### src/rtl/nt_holder_verif_pkg.sv
// ---------------------------------------------------------------------------
// nt_holder_verif_pkg
// Shared definitions for the nonce/tag holder and its chunked comparator:
//   - FSM state encoding
//   - helpers that derive beat/chunk counts and counter widths
//   - TAG_MASK builder (ones in bits [0 +: t] of an n-bit word)
// No ports; imported by nt_holder_verif and ct_chunk_cmp.
// ---------------------------------------------------------------------------
package nt_holder_verif_pkg;

   // Upper bound on the register width the mask helper can describe.
   localparam int NT_MAX_W = 1024;

   typedef enum logic [2:0] {
      ST_IDLE = 3'd0,
      ST_LOAD = 3'd1,
      ST_FULL = 3'd2,
      ST_CMP  = 3'd3,
      ST_DONE = 3'd4
   } nt_state_e;

   function automatic int calc_beats(input int n_bits, input int bus_w);
      return n_bits / bus_w;
   endfunction

   function automatic int calc_chunks(input int n_bits, input int cmp_w);
      return n_bits / cmp_w;
   endfunction

   // Counter width that still works when the count collapses to 1.
   function automatic int cnt_w(input int count);
      return (count > 1) ? $clog2(count) : 1;
   endfunction

   function automatic logic [NT_MAX_W-1:0] tag_mask(input int t_bits, input int n_bits);
      logic [NT_MAX_W-1:0] m;
      m = '0;
      for (int i = 0; i < NT_MAX_W; i++) begin
         if ((i < t_bits) && (i < n_bits)) m[i] = 1'b1;
      end
      return m;
   endfunction

endpackage

### src/rtl/nt_holder_verif_cmp.sv
// ---------------------------------------------------------------------------
// ct_chunk_cmp
// Constant-time chunked comparator: each enabled cycle ORs the masked
// difference of one CMP_W-bit chunk into a sticky diff flag.
// Ports:
//   clk, rst     clock, synchronous active-low reset
//   clr_i        clear the diff flag (wins over en_i)
//   en_i         accumulate the chunk selected by chunk_i
//   chunk_i      chunk index
//   nt_i, ref_i  held value and reference snapshot
//   diff_o       1 = some masked bit differed so far
// ---------------------------------------------------------------------------
module ct_chunk_cmp
   import nt_holder_verif_pkg::*;
#(
   parameter int N     = 128,
   parameter int T     = 128,
   parameter int CMP_W = 32
) (
   input  logic                                   clk,
   input  logic                                   rst,
   input  logic                                   clr_i,
   input  logic                                   en_i,
   input  logic [cnt_w(calc_chunks(N, CMP_W))-1:0] chunk_i,
   input  logic [N-1:0]                           nt_i,
   input  logic [N-1:0]                           ref_i,
   output logic                                   diff_o
);

   localparam int                    CHUNKS    = calc_chunks(N, CMP_W);
   localparam logic [NT_MAX_W-1:0]   MASK_FULL = tag_mask(T, N);

   logic [N-1:0]     masked;
   logic [CMP_W-1:0] sel;
   logic             diff_q;
   logic             diff_d;

   always_comb begin
      masked = (nt_i ^ ref_i) & MASK_FULL[N-1:0];
      // Plain mux over all chunks: timing never depends on the data.
      sel = '0;
      for (int c = 0; c < CHUNKS; c++) begin
         if (int'(chunk_i) == c) sel = masked[c*CMP_W +: CMP_W];
      end
      diff_d = diff_q;
      if (clr_i)     diff_d = 1'b0;
      else if (en_i) diff_d = diff_q | (|sel);
   end

   always_ff @(posedge clk) begin
      if (!rst) diff_q <= 1'b0;
      else      diff_q <= diff_d;
   end

   assign diff_o = diff_q;

endmodule

### src/rtl/nt_holder_verif.sv
// ---------------------------------------------------------------------------
// nt_holder_verif
// Multi-beat nonce/tag holder with a constant-time, optionally truncated
// tag comparison against a snapshot of Clyde's output.
// Ports:
//   clk, rst         clock, synchronous active-low reset
//   load_start       clear holder and start loading (highest priority)
//   data_in[_valid]  decoder beats; accepted when valid & data_in_ready
//   data_in_ready    high while loading
//   nt_full          holder contains n complete bits
//   nt_out           held nonce/tag
//   ref_in           reference value, captured on cmp_start
//   cmp_start        start comparison (only honoured when full)
//   cmp_busy         comparison running
//   tag_done         one-cycle result strobe
//   tag_valid        sticky result, 1 = bits [0 +: t] matched
// ---------------------------------------------------------------------------
module nt_holder_verif
   import nt_holder_verif_pkg::*;
#(
   parameter int BUS_SIZE = 32,
   parameter int n        = 128,
   parameter int t        = 128,
   parameter int CMP_W    = 32
) (
   input  logic                clk,
   input  logic                rst,
   input  logic                load_start,
   input  logic [BUS_SIZE-1:0] data_in,
   input  logic                data_in_valid,
   output logic                data_in_ready,
   output logic                nt_full,
   output logic [n-1:0]        nt_out,
   input  logic [n-1:0]        ref_in,
   input  logic                cmp_start,
   output logic                cmp_busy,
   output logic                tag_done,
   output logic                tag_valid
);

   localparam int BEATS  = calc_beats(n, BUS_SIZE);
   localparam int CHUNKS = calc_chunks(n, CMP_W);
   localparam int BW     = cnt_w(BEATS);
   localparam int CW     = cnt_w(CHUNKS);

   localparam logic [BW-1:0] LAST_BEAT  = BW'(BEATS - 1);
   localparam logic [CW-1:0] LAST_CHUNK = CW'(CHUNKS - 1);

   nt_state_e     state_q;
   logic [n-1:0]  nt_q;
   logic [n-1:0]  nt_d;
   logic [n-1:0]  ref_q;
   logic [BW-1:0] beat_q;
   logic [CW-1:0] chunk_q;
   logic          ready_q;
   logic          full_q;
   logic          busy_q;
   logic          done_q;
   logic          valid_q;
   logic          diff;
   logic          cmp_go;
   logic          cmp_clr;

   // New beats enter at the top so the first beat lands in the LSBs.
   if (BEATS > 1) begin : g_shift
      assign nt_d = {data_in, nt_q[n-1:BUS_SIZE]};
   end else begin : g_single
      assign nt_d = data_in;
   end

   assign cmp_go  = (state_q == ST_FULL) && cmp_start && !load_start;
   assign cmp_clr = load_start || cmp_go;

   ct_chunk_cmp #(
      .N     (n),
      .T     (t),
      .CMP_W (CMP_W)
   ) u_cmp (
      .clk     (clk),
      .rst     (rst),
      .clr_i   (cmp_clr),
      .en_i    ((state_q == ST_CMP) && !load_start),
      .chunk_i (chunk_q),
      .nt_i    (nt_q),
      .ref_i   (ref_q),
      .diff_o  (diff)
   );

   always_ff @(posedge clk) begin
      if (!rst) begin
         state_q <= ST_IDLE;
         nt_q    <= '0;
         ref_q   <= '0;
         beat_q  <= '0;
         chunk_q <= '0;
         ready_q <= 1'b0;
         full_q  <= 1'b0;
         busy_q  <= 1'b0;
         done_q  <= 1'b0;
         valid_q <= 1'b0;
      end else begin
         done_q <= 1'b0;
         if (load_start) begin
            state_q <= ST_LOAD;
            nt_q    <= '0;
            beat_q  <= '0;
            valid_q <= 1'b0;
            ready_q <= 1'b1;
            full_q  <= 1'b0;
            busy_q  <= 1'b0;
         end else begin
            case (state_q)
               ST_LOAD: begin
                  if (data_in_valid && ready_q) begin
                     nt_q <= nt_d;
                     if (beat_q == LAST_BEAT) begin
                        state_q <= ST_FULL;
                        ready_q <= 1'b0;
                        full_q  <= 1'b1;
                     end else begin
                        beat_q <= beat_q + 1'b1;
                     end
                  end
               end
               ST_FULL: begin
                  if (cmp_start) begin
                     state_q <= ST_CMP;
                     ref_q   <= ref_in;
                     chunk_q <= '0;
                     valid_q <= 1'b0;
                     busy_q  <= 1'b1;
                  end
               end
               ST_CMP: begin
                  // Every chunk is visited; no early exit on a mismatch.
                  if (chunk_q == LAST_CHUNK) begin
                     state_q <= ST_DONE;
                     busy_q  <= 1'b0;
                  end else begin
                     chunk_q <= chunk_q + 1'b1;
                  end
               end
               ST_DONE: begin
                  // diff now holds all chunks; publish it and allow re-compare.
                  done_q  <= 1'b1;
                  valid_q <= ~diff;
                  state_q <= ST_FULL;
               end
               default: state_q <= ST_IDLE;
            endcase
         end
      end
   end

   assign data_in_ready = ready_q;
   assign nt_full       = full_q;
   assign nt_out        = nt_q;
   assign cmp_busy      = busy_q;
   assign tag_done      = done_q;
   assign tag_valid     = valid_q;

endmodule

### config.mk
export PLATFORM = sky130hd
export DESIGN_NAME = nt_holder_verif
export DESIGN_NICKNAME = d
export VERILOG_FILES = /design/src/rtl/nt_holder_verif_pkg.sv /design/src/rtl/nt_holder_verif_cmp.sv /design/src/rtl/nt_holder_verif.sv
export SDC_FILE = /design/constraint.sdc
export NUM_CORES = 1
export LEC_CHECK = 0
export ABC_AREA = 0
export BUFFER_PORTS_ARGS = -buffer_cell sky130_fd_sc_hd__buf_2
export CELL_PAD_IN_SITES_DETAIL_PLACEMENT = 1
export CELL_PAD_IN_SITES_GLOBAL_PLACEMENT = 1
export CORE_UTILIZATION = 30
export DETAILED_ROUTE_END_ITERATION = 8
export GPL_ROUTABILITY_DRIVEN = 0
export PLACE_DENSITY_LB_ADDON = 0.3
export SETUP_SLACK_MARGIN = 0.1
export SLEW_MARGIN = 20
export SYNTH_ARGS = -nofsm -noshare
export SYNTH_HDL_FRONTEND = slang
export SYNTH_SLANG_ARGS = --single-unit
### constraint.sdc
create_clock -name clk -period 1.97 [get_ports clk]
set_input_delay 0.0985 -clock clk [delete_from_list [all_inputs] [get_ports clk]]
set_output_delay 0.0985 -clock clk [all_outputs]
set_load 0.01 [all_outputs]
==> flow_summary.ini, run 1 <==
[status]
status = complete, no violations

[final_layout]
fin_cells = 2341
final_cell_mix = nand2_1, buf_2, dfxtp_1
final_nets = 2019
n_antenna_cell = 0
drive_above_1_share = 0.2397
ff_latch_area_um2 = 5393
fin_area_um2 = 16400
syn_to_final_growth_pct = 45.83
nFillCells = 4426
mostFrequentLayoutCell = nand2_1
multi_input_area_um2 = 5424

[synth]
ys_types = 41
synth_nets = 1535
synth_top_area_share = 0.4788
syn_avg_cell_area_um2 = 8.241
synth_area_leader_cell = dfxtp_1
postSynth.asyncResetShare = 0
synthCells = 1365
synth_area_um2 = 11250
synth-edff-count = 0
yosysSeqAreaShare = 0.4788
yosys_warnings = 0
synth_seq_cells = 269
synth_ff_type = dfxtp_1
synth.top_cells.by_area = dfxtp_1, nand2_1, xor2_1, a21boi_1, a21oi_1

[clocking]
cts_tree = built
numCtsBuffers = 30
clkTransAtPathRegs_ns = 0.07
ctsHtreeMaxLevel = 1
clk_latency_ns = 0.56
cts_num_sinks = 269
cts-root-buf = clkbuf_16
clockBufferDepth = 3

[floorplan]
ioPinCount = 298
die_x_um = 195.6
start_util = 0.3058
core_um2 = 36790
die_area_um2 = 38270
rows = 70
fp.dieH_um = 195.6

[drt]
firstDrtPassIters = 4
wirelength_um = 47200
drtIter0Drc = 540
antenna_left = 0
avgRoutedWirePerCell_um = 20.16
drc = 0
vias = 11230
via_per_inst = 4.796

[place]
io_buffers = 297
placed_cells = 2123
hpwl_um = 33710
place_ws_ns = -0.07206
placed_area_um2 = 13640

[global_routing]
antenna_found_initial = 0
grt_usage = 0.2425
grt_pass1_wl_um = 70380
grt_overflow = 0
grt_pass1_vias = 11840
grt_max_degree = 97

[pwr]
power_density_nw_per_um2 = 759.7
power.internal_uw = 9711
swShare = 0.2207
ir_drop_uv = 690.2
clkPwrFrac = 0.492
p_leak_uw = 0.007159
p_seq_frac = 0.441
p_comb_frac = 0.067
p_switching_uw = 2751

[hold_path]
hold_end = state_q[1]
hold_class = input pin to flip-flop
hold_start = data_in_valid
hold_depth = 3

[sta]
fin_crit_sh = 0.9469
rsz0062_at_grt = true
setup_slack_ns = 0.1045
tightest_slew_ns = 0.4962
finalHoldViolCount = 0
drv_slew = 0
clock-skew-final_ns = 0.01837
slew_headroom = 0.6662
timing.final.crit_period_ns = 1.865
fmax_ghz = 0.5361
setup_violations = 0

[worst_setup_path]
cp-start-kind = flip-flop
cp_max_fo = 4
arrival_ns = 2.31
crit_required_ns = 2.41
reg2regPathDepth = 6
reg2reg_slack_ns = 0.10
critical_path_class = flip-flop to flip-flop
critPathCaptureType = flip-flop
r2r_end = u_cmp.diff_o
worst_r2r_startpoint = nt_out[80]

[flow_run]
maxCapViolations = 0
## power groups by stage
stage               Clock (µW)  Sequential (µW)  Combinational (µW)
global placement             0             5620                 563
CTS                       6250             5500                 826
detailed placement           0             5620                 569
global route              6470             5500                 893
floorplan                    0             5610                 258
finish                    6130             5500                 829
## Yosys cell counts (2+ instances only)
| library cell | count |
|---|---|
| a21oi_1 | 136 |
| ha_1 | 5 |
| nand4_1 | 8 |
| xnor2_1 | 21 |
| dfxtp_1 | 269 |
| nor2_1 | 10 |
| buf_6 | 14 |
| xor2_1 | 108 |
| a21boi_0 | 8 |
| or3_1 | 2 |
| nand2b_1 | 3 |
| buf_2 | 18 |
| mux2i_1 | 2 |
| a211oi_1 | 2 |
| o21a_1 | 2 |
| nor2b_1 | 2 |
| inv_1 | 3 |
| nand3_1 | 5 |
| nor3_1 | 4 |
| a21boi_1 | 121 |
| nor4_1 | 29 |
| clkbuf_1 | 42 |
| nand2_1 | 521 |
| buf_4 | 13 |
## repair_timing
item | CTS | global route
pin swaps | 3 | 2
hold buffers | 162 | 0
endpoints found under the setup margin | 1 | 22
hold endpoints to repair | 163 | 0
buffers inserted | 0 | 0
gates resized for setup | 7 | 7
## state kept, by name, indices dropped and copies added (netlist names)
| signal | cells |
|---|---|
| nt_out | 128 |
| cmp_busy | 1 |
| chunk_q | 2 |
| beat_q | 2 |
| state_q | 3 |
| data_in_ready | 1 |
| ref_q | 128 |
| tag_valid | 1 |
| nt_full | 1 |
| tag_done | 1 |
| u_cmp.diff_o | 1 |
## area by class of cell
class / count / area share
Clock inverter: 13 / 0.01205
Timing Repair Buffer: 541 / 0.2378
Sequential cell: 269 / 0.3288
Tap cell: 468 / 0.03570
Inverter: 3 / 0.0006865
Multi-Input combinational cell: 1004 / 0.3307
Clock buffer: 43 / 0.05431
## per-stage QoR
stage / total power, µW / util / hold WS (ns) / TNS, ns
6_report: 12460 / 0.4459 / 0.07710 / 0
5_1_grt: 12860 / 0.4459 / 0.09147 / 0
4_1_cts: 12570 / 0.4456 / 0.05662 / 0
3_5_place_dp: 6187 / 0.3707 / 0.3470 / -0.07206
3_3_place_gp: 6179 / 0.3707 / 0.3385 / -0.008363
2_1_floorplan: 5868 / - / 0.2223 / 0
## worst max-delay path, stage by stage, from the launching register on
cell     delay, ns
dfxtp_1       0.36
xor2_1        0.18
nor4_1        0.42
nand3_1       0.19
nor3_2        0.25
a41oi_2       0.09
o31a_1        0.26
## cell families after synthesis
family	synth area share
compound gates	0.1543
xor+xnor	0.1004
fa+ha+maj	0.005562
buf+inv	0.04650
flops	0.4788
mux	0.001780
simple gates	0.2127
## per-layer routing
| metal | GRT usage | wire length [µm] |
|---|---|---|
| met5 | 0 | 0 |
| met4 | 0.09390 | 1909 |
| met3 | 0.03506 | 2233 |
| met2 | 0.4272 | 22850 |
| met1 | 0.2965 | 20210 |
## worst max path at each step
stage                    start            to  slack, ns  depth (start not counted)
floorplan           chunk_q[0]  u_cmp.diff_o       0.32                          6
global placement     ref_q[41]  u_cmp.diff_o     -0.008                          6
detailed placement  chunk_q[0]  u_cmp.diff_o      -0.07                          6
CTS                  nt_out[1]  u_cmp.diff_o       0.12                          6
global route        nt_out[80]  u_cmp.diff_o       0.05                          6
finish              nt_out[80]  u_cmp.diff_o       0.10                          6
(Power assumes the default switching activity.)
==> run 2, diff against run 1 <==
- CORE_ASPECT_RATIO: not set -> 1.2
==> run 2 against run 1 <==
  * First-iteration DRC count decreased by 23%
  * Count of clock-buffer cells in the layout unchanged
  * Cell count up 0.34%
  * Flip-flop and latch count is the same
  * Cell area decreased by 0.11%
  * Total power shrank 4.1%
  * Combinational power rose by 2%
  * Sequential share of layout area hardly changed
==> flow_summary.ini, run 2 (synthesized netlist as in run 1, its figures left out) <==
[clocking]
cts-root-buf = clkbuf_16
clockBufferDepth = 3
clk_latency_ns = 0.57
clkTransAtPathRegs_ns = 0.06
ctsHtreeMaxLevel = 1
cts_num_sinks = 269
numCtsBuffers = 29
cts_tree = built

[final_layout]
utilization = 0.4441
final_nets = 2026
mostFrequentLayoutCell = nand2_1
syn_to_final_growth_pct = 45.67
nFillCells = 4408
fin_area_um2 = 16390
n_antenna_cell = 0
drive_above_1_share = 0.2416
final_cell_mix = nand2_1, buf_2, dfxtp_1

[place]
placed_area_um2 = 13680
io_buffers = 297
hpwl_um = 33500

[pwr]
p_switching_uw = 2713
p_seq_frac = 0.460
power.internal_uw = 9233
clkPwrFrac = 0.469
ir_drop_uv = 584.4
swShare = 0.2271
p_comb_frac = 0.071
power_density_nw_per_um2 = 729.1
p_leak_uw = 0.007163

[drt]
wirelength_um = 47790
vias = 11260
via_per_inst = 4.792
antenna_left = 0
drtIter0Drc = 415
avgRoutedWirePerCell_um = 20.34
drc = 0
firstDrtPassIters = 5

[sta]
drv_slew = 0
slew_headroom = 0.6159
clock-skew-final_ns = 0.02183
setup_tns_ns = 0
tightest_slew_ns = 0.5762
fmax_ghz = 0.5446
rsz0062_at_grt = true
fin_crit_sh = 0.9320
finalHoldViolCount = 0
timing.final.crit_period_ns = 1.836
setup_violations = 0

[global_routing]
busiest_layer = met2
grt.met3_usage = 0.03440
grt_max_degree = 133
grtUsageMet1 = 0.2798
grt_usage = 0.2441
grt_pass1_vias = 12040
grt_overflow = 0
met2_usage = 0.4512
antenna_found_initial = 0
grt_pass1_wl_um = 70920

[worst_setup_path]
path_cells = xor2_1 -> nor4_1 -> nand4b_1 -> nor4_2 -> a41oi_2 -> o31a_1
cp_max_fo = 2
arrival_ns = 2.29
critical_path_class = flip-flop to flip-flop
critPathCaptureType = flip-flop
crit_required_ns = 2.42
cp-start-kind = flip-flop
slowest_stage = dfxtp_2
max_stage_delay_ns = 0.33

[floorplan]
die_area_um2 = 38280
start_util = 0.3048
core_um2 = 36900
rows = 77
die_x_um = 178.8
ioPinCount = 298
fp.dieH_um = 214.1

[status]
status = complete, no violations

[flow_run]
maxCapViolations = 0

[hold_path]
hold_class = input pin to flip-flop
-- run 2: cell types whose count changed in the layout (fill, tap and decap cells not counted), moves of 2 or more --
cell	previous run	this run
buf_4	69	76
bufinv_16	5	2
clkbuf_8	7	9
clkinvlp_4	3	0
nor4_1	25	23
nor4_2	3	6
-- run 2: layout make-up --
class | count | area, µm² | area share
multi-input cells | 1004 | 5435 | 0.3317
flip-flops and latches | 269 | 5391 | 0.3290
repair buffers | 549 | 3986 | 0.2433
clock buffers | 43 | 868.3 | 0.05299
well taps | 474 | 593.1 | 0.03619
clock inverters | 7 | 100.1 | 0.006109
inverters | 3 | 11.26 | 0.0006872
-- run 2: repair_timing --
| action | in CTS | in global routing |
|---|---|---|
| endpoints found under the setup margin | 1 | 34 |
| setup buffers | 0 | 2 |
| pin swaps | 4 | 5 |
| hold endpoints to repair | 163 | 0 |
| cloned | 0 | 1 |
| hold buffers | 162 | 0 |
| resized for setup | 8 | 9 |
-- run 2: per-layer routing --
metal  part of all wire  wire [µm]  up-vias
met5                  0          0        -
met4              0.033       1600        0
met3              0.048       2291       76
met2               0.52      24740      310
met1               0.40      19150     5441
li1                   -          -     5430
-- run 2: critical path, delay by kind of cell, from the launching register on --
family	cells	cell delay, ns
and+or+nand+nor	3	0.77
DFF	1	0.33
AOI/OAI and AO/OA	2	0.46
xor gates and xnor gates	1	0.15
-- run 2: power by group through the flow --
| stage | Combinational (µW) | Sequential (µW) | Clock, µW |
|---|---|---|---|
| finish | 846 | 5490 | 5610 |
| global placement | 572 | 5610 | 0 |
| CTS | 829 | 5490 | 5700 |
| detailed placement | 574 | 5610 | 0 |
| global route | 910 | 5490 | 5900 |
| floorplan | 258 | 5610 | 0 |
-- run 2: path summary, 6_finish.rpt --
check	start	to	slack, ns	depth (start not counted)
worst max-delay path	ref_q[34]	u_cmp.diff_o	0.13	6
worst min-delay path	data_in_valid	state_q[1]	0.05	3
worst max register to register	ref_q[34]	u_cmp.diff_o	0.13	6
worst min register to register	ref_q[105]	ref_q[105]	0.47	2
-- run 2: through the flow --
step                      cells  hold slack, ns  total power (µW)  setup slack [ns]
after floorplan            1365          0.2223              5868            0.3233
after global placement     2134          0.3417              6185          -0.02682
after detailed placement   2134          0.3465              6188          -0.05541
after CTS                  2346         0.02538             12020            0.1003
after global routing       2349         0.05683             12300           0.03325
final                      2349         0.04653             11950            0.1339
